File: src/rtl/sprite_loader.sv
// Unpacks a host byte stream (4 pixels per byte) into the sprite memory and serves renderer reads.
// Write latency: byte handshake -> 4 pixel writes over the next 4 cycles; read latency 1 cycle; byte_ready only in ACCEPT.
module sprite_loader #(
    parameter int DEPTH  = 1152,
    parameter int PIX_W  = 2,
    parameter int ADDR_W = 11
) (
    input  logic              i_clk,
    input  logic              i_reset,
    input  logic              i_start,
    input  logic [7:0]        i_byte_in,
    input  logic              i_byte_valid,
    output logic              o_byte_ready,
    output logic              o_busy,
    output logic              o_done,
    input  logic [ADDR_W-1:0] i_read_address,
    output logic [PIX_W-1:0]  o_data_out
);

    typedef enum logic [1:0] {
        S_IDLE   = 2'd0,
        S_ACCEPT = 2'd1,
        S_UNPACK = 2'd2,
        S_DONE   = 2'd3
    } state_t;

    localparam logic [ADDR_W-1:0] LAST_ADDR = ADDR_W'(DEPTH - 1);
    localparam logic [ADDR_W-1:0] DEPTH_A   = ADDR_W'(DEPTH);

    state_t              r_state;
    state_t              w_next;
    logic [ADDR_W-1:0]   r_wa;
    logic [1:0]          r_k;
    logic [7:0]          r_byte;
    logic [PIX_W-1:0]    r_mem [DEPTH];
    logic [PIX_W-1:0]    r_data;
    logic [2:0]          w_shift;
    logic [PIX_W-1:0]    w_pix;
    logic                w_write;
    logic                w_accept;

    assign w_shift  = {r_k, 1'b0};
    assign w_pix    = r_byte[w_shift +: PIX_W];
    assign w_write  = (r_state == S_UNPACK) && !i_reset;
    assign w_accept = (r_state == S_ACCEPT) && i_byte_valid;

    always_ff @(posedge i_clk) begin
        if (i_reset) begin
            r_state <= S_IDLE;
        end else begin
            r_state <= w_next;
        end
    end

    always_comb begin
        w_next       = r_state;
        o_byte_ready = 1'b0;
        o_busy       = 1'b0;
        o_done       = 1'b0;
        case (r_state)
            S_IDLE: begin
                if (i_start) begin
                    w_next = S_ACCEPT;
                end
            end
            S_ACCEPT: begin
                o_byte_ready = 1'b1;
                o_busy       = 1'b1;
                if (i_byte_valid) begin
                    w_next = S_UNPACK;
                end
            end
            S_UNPACK: begin
                o_busy = 1'b1;
                // The fourth pixel of a byte decides whether the frame is complete.
                if (r_k == 2'd3) begin
                    w_next = (r_wa == LAST_ADDR) ? S_DONE : S_ACCEPT;
                end
            end
            S_DONE: begin
                o_done = 1'b1;
                w_next = S_IDLE;
            end
            default: w_next = S_IDLE;
        endcase
    end

    always_ff @(posedge i_clk) begin
        if (i_reset) begin
            r_wa   <= '0;
            r_k    <= '0;
            r_byte <= '0;
        end else begin
            if ((r_state == S_IDLE) && i_start) begin
                r_wa <= '0;
            end
            if (w_accept) begin
                r_byte <= i_byte_in;
                r_k    <= '0;
            end
            if (r_state == S_UNPACK) begin
                r_wa <= r_wa + 1'b1;
                r_k  <= r_k + 1'b1;
            end
        end
    end

    // Memory is deliberately outside reset so an abandoned load keeps what it wrote.
    always_ff @(posedge i_clk) begin
        if (w_write) begin
            r_mem[r_wa] <= w_pix;
        end
    end

    always_ff @(posedge i_clk) begin
        if (i_reset) begin
            r_data <= '0;
        end else if (i_read_address < DEPTH_A) begin
            r_data <= r_mem[i_read_address];
        end else begin
            r_data <= '0;
        end
    end

    assign o_data_out = r_data;

endmodule
File: config.mk
export PLATFORM = sky130hd
export DESIGN_NAME = sprite_loader
export DESIGN_NICKNAME = d
export VERILOG_FILES = /design/src/rtl/sprite_loader.sv
export SDC_FILE = /design/constraint.sdc
export NUM_CORES = 2
export LEC_CHECK = 0
export ABC_AREA = 1
export ABC_CLOCK_PERIOD_IN_PS = 82400
export CELL_PAD_IN_SITES_DETAIL_PLACEMENT = 0
export CELL_PAD_IN_SITES_GLOBAL_PLACEMENT = 2
export CORE_MARGIN = 3
export CORE_UTILIZATION = 45
export DETAILED_ROUTE_END_ITERATION = 10
export PLACE_DENSITY_LB_ADDON = 0.1
export SYNTH_ARGS = -nofsm -noshare
export SYNTH_HDL_FRONTEND = slang
export SYNTH_SLANG_ARGS = --single-unit
File: constraint.sdc
create_clock -name i_clk -period 82.4 [get_ports i_clk]
set_input_delay 16.48 -clock i_clk [delete_from_list [all_inputs] [get_ports i_clk]]
set_output_delay 16.48 -clock i_clk [all_outputs]
set_load 0.02 [all_outputs]
==> impl_metrics.tcl <==
set metrics [dict create \
    syn_area_mm2 0.0988 \
    max_freq_mhz 47.3 \
    top_layer "met4" \
    cell_internal_pwr_mw 2.21 \
    grt-ovfl-total 0 \
    cap_violations 0 \
    vias 67871 \
    wl_met2_um 149000 \
    setup_viol 0 \
    post-route-period-util_pct 25.6 \
    grt_pass1_wl_um 448000 \
    path_clk_slew_ps 60 \
    vias_per_cell 5.72 \
    core_mm2 0.218 \
    path_cells "buf_8, clkinv_16, buf_4, buf_12, buf_4, buf_4, nand2_1, nand3_1, nand3_1, nand3_1, nand3_1, nand3_1, nand3_1, nand3_1, nand3_1, nand2_1, nand2_1, a21oi_1" \
    crit_required_ps 83230 \
    firstDrtPassIters 5 \
    period_minus_slack_ps 21120 \
    crit_top_cell "nand3_1" \
    dp_hpwl_um 160000 \
    nNetsFinal 8853 \
    p_clk_share_pct 38.7 \
    async_reset_ff_share_pct 0 \
    drc 0 \
    maxSlewViolCount 0 \
    hold_viol 0 \
    wl_met1_um 133000 \
    pre_cts_slack_ps 60330 \
    fin_ws_ps 61280 \
    combPwrFrac_pct 10.9 \
    numClockSinks 2329 \
    finClkSkew_ps 29.8 \
    clockBufferDepth 4 \
    cts_tree "done" \
    rsz0062_at_grt "no" \
    row_count 171 \
    vdd_ir_drop_max_uv 59.7 \
    clk-insertion-delay-late_ps 910 \
    start_util_pct 45.4 \
    worst_path_max_delay_cell "buf_4" \
    globalplace.congestion 0.775 \
    ctsResizeCount 0 \
    synth_seq_area_share_pct 70.5 \
    route.met3.wl_um 19300 \
    n_fill_cell 19795 \
    cp-end-kind "register" \
    wl_um 309000 \
    grt_pass1_vias 67483 \
    netlist_top_cells_area "edfxtp_1 (70%), nand3_1 (10%), nand2_1 (8.4%)" \
    antenna_found_initial 23 \
    syn_nets 9102 \
    cts_buffers 275 \
    drtIter0Drc 6634 \
    cellLeakagePower_nw 37.2 \
    grt_max_degree 292 \
    synthMostInstantiatedCell "edfxtp_1" \
    p_sw_mw 0.738 \
    yosys-top-cells-count "edfxtp_1 (2,304), nand2_1 (2,206), nand3_1 (2,071)" \
    die_width_um 475 \
    synth_top_area_share_pct 70.0 \
    die_area_mm2 0.225 \
    total_power_mw 2.94 \
    cts_root_buf "clkbuf_16" \
    crit_type "in -> reg" \
    htreeDepth 5 \
    fin_tns_setup_ps 0 \
    cp_slowest_stage_delay_ps 850 \
    p_sw_share_pct 25.1 \
    yosysWarnings 0 \
    power_density_mw_per_mm2 27.0 \
    netlist_instances 9069 \
    yosysUniqueCellTypes 28 \
    synth_edf_count 2304 \
    startpoint_type "primary input" \
    status "finished, final reports clean" \
    critPathMaxFanout 291 \
    synth_seq_cells 2329 \
    slew_headroom_pct 14.3 \
    yosys.area.top_type "edfxtp_1" \
    synth-main-ff-cell "edfxtp_1" \
    track_usage_pct 27.2 \
    ios 28 \
    area_growth_syn_to_layout_pct 10.5 \
    seqPwrFrac_pct 50.4 \
    drt-wirelength-per-cell_um 26.1 \
    cts_setup_buffers 0 \
    port_buffers 27 \
    ant_nets 0 \
    postCtsHoldBufs 0 \
    crit_arrival_ps 21950 \
    tightest_slew_ps 1280 \
    avgSynthCellArea_um2 10.9 \
    dieHeight_um 475 \
    layout-drive-gt1-share_pct 6.22 \
    min-delay-path-class "reg -> reg" \
]
## cell families (layout without fill, tap and decap cells)
kind of cell	after synthesis	count (layout)	share of synthesized area (%)
buffers and inverters	794	724	3.72
flip-flops	2329	2329	70.5
AO/OA/AOI/OAI	252	252	1.39
adder cells (fa/ha/maj)	10	10	0.127
AND/OR/NAND/NOR	5684	5684	24.2
other	0	4	0
## state kept, by name (all words and copies together) (netlist names)
name and flops:
r_k 2, r_mem 2304, r_byte 8, r_state 2, r_wa 11, o_data_out 2
## critical path: cells and delay by family
kind                   cells  cell delay (ps)
buffers and inverters      6             3670
and+or+nand+nor           11             1380
AOI/OAI and AO/OA          1              150
## stage by stage
stage               area, um2  hold WS [ps]  utilization [%]  instances
global placement       101000           466             46.3      11397
CTS                    109000           489             50.1      11853
floorplan               98800           450                -       9069
detailed placement     101000           474             46.3      11397
global route           109000           504             50.1      11854
finish                 109000           485             50.2      11857
## power by group through the flow
stage               clock (mW)  combinational [mW]  sequential (mW)
global placement             0               0.324             1.51
finish                    1.14               0.320             1.48
CTS                       1.16               0.325             1.48
global route              1.21               0.353             1.48
detailed placement           0               0.324             1.51
floorplan                    0               0.172             1.91
## final timing paths
path / start / end / slack (ps) / cells past startpoint
worst min-delay path: r_byte[7] / r_byte[7] / 480 / 2
worst max register to register: r_k[0] / r_mem[963][1] / 76930 / 8
worst min register to register: r_byte[7] / r_byte[7] / 480 / 2
worst max-delay path: i_read_address[0] / o_data_out[1] / 61280 / 18
## routing by layer
metal	vias to the layer above	global-route usage [%]
met5	-	0
met1	34123	37.2
met2	2232	45.7
met3	417	3.85
li1	31099	-
met4	0	7.22
## placed cells by master (no fill, tap or decap), types with 2 or more instances in the layout
cell type           n
inv_1              72
a32o_1              2
inv_6               3
o22ai_1            69
nor2_2              4
inv_8               2
clkbuf_16         281
nand2_4            32
nor4_1              2
o22ai_4             2
buf_12              7
clkbuf_1           52
nand3_1          2071
nor2_4              2
diode_2             4
nand2_1          2174
edfxtp_1         2304
bufinv_16          19
clkbuf_8            3
clkdlybuf4s50_1    20
clkinv_2           37
a211oi_1            4
buf_4             156
clkinv_1           62
dfxtp_1            25
ha_1               10
nor2_1           1384
buf_8               3
nor3_1             12
a21oi_1            17
o21ai_0           156
## area by class of cell
cell class	count	area [um2]	share of cell area, %
clock buffer	335	7250	6.64
multi-input combinational	5946	25800	23.6
antenna	4	10.0	0.00916
tap	2854	3570	3.27
inverter	80	360	0.330
timing repair buffer	188	1580	1.44
clock inverter	121	1020	0.937
sequential	2329	69700	63.8
(Power assumes the default switching activity.)
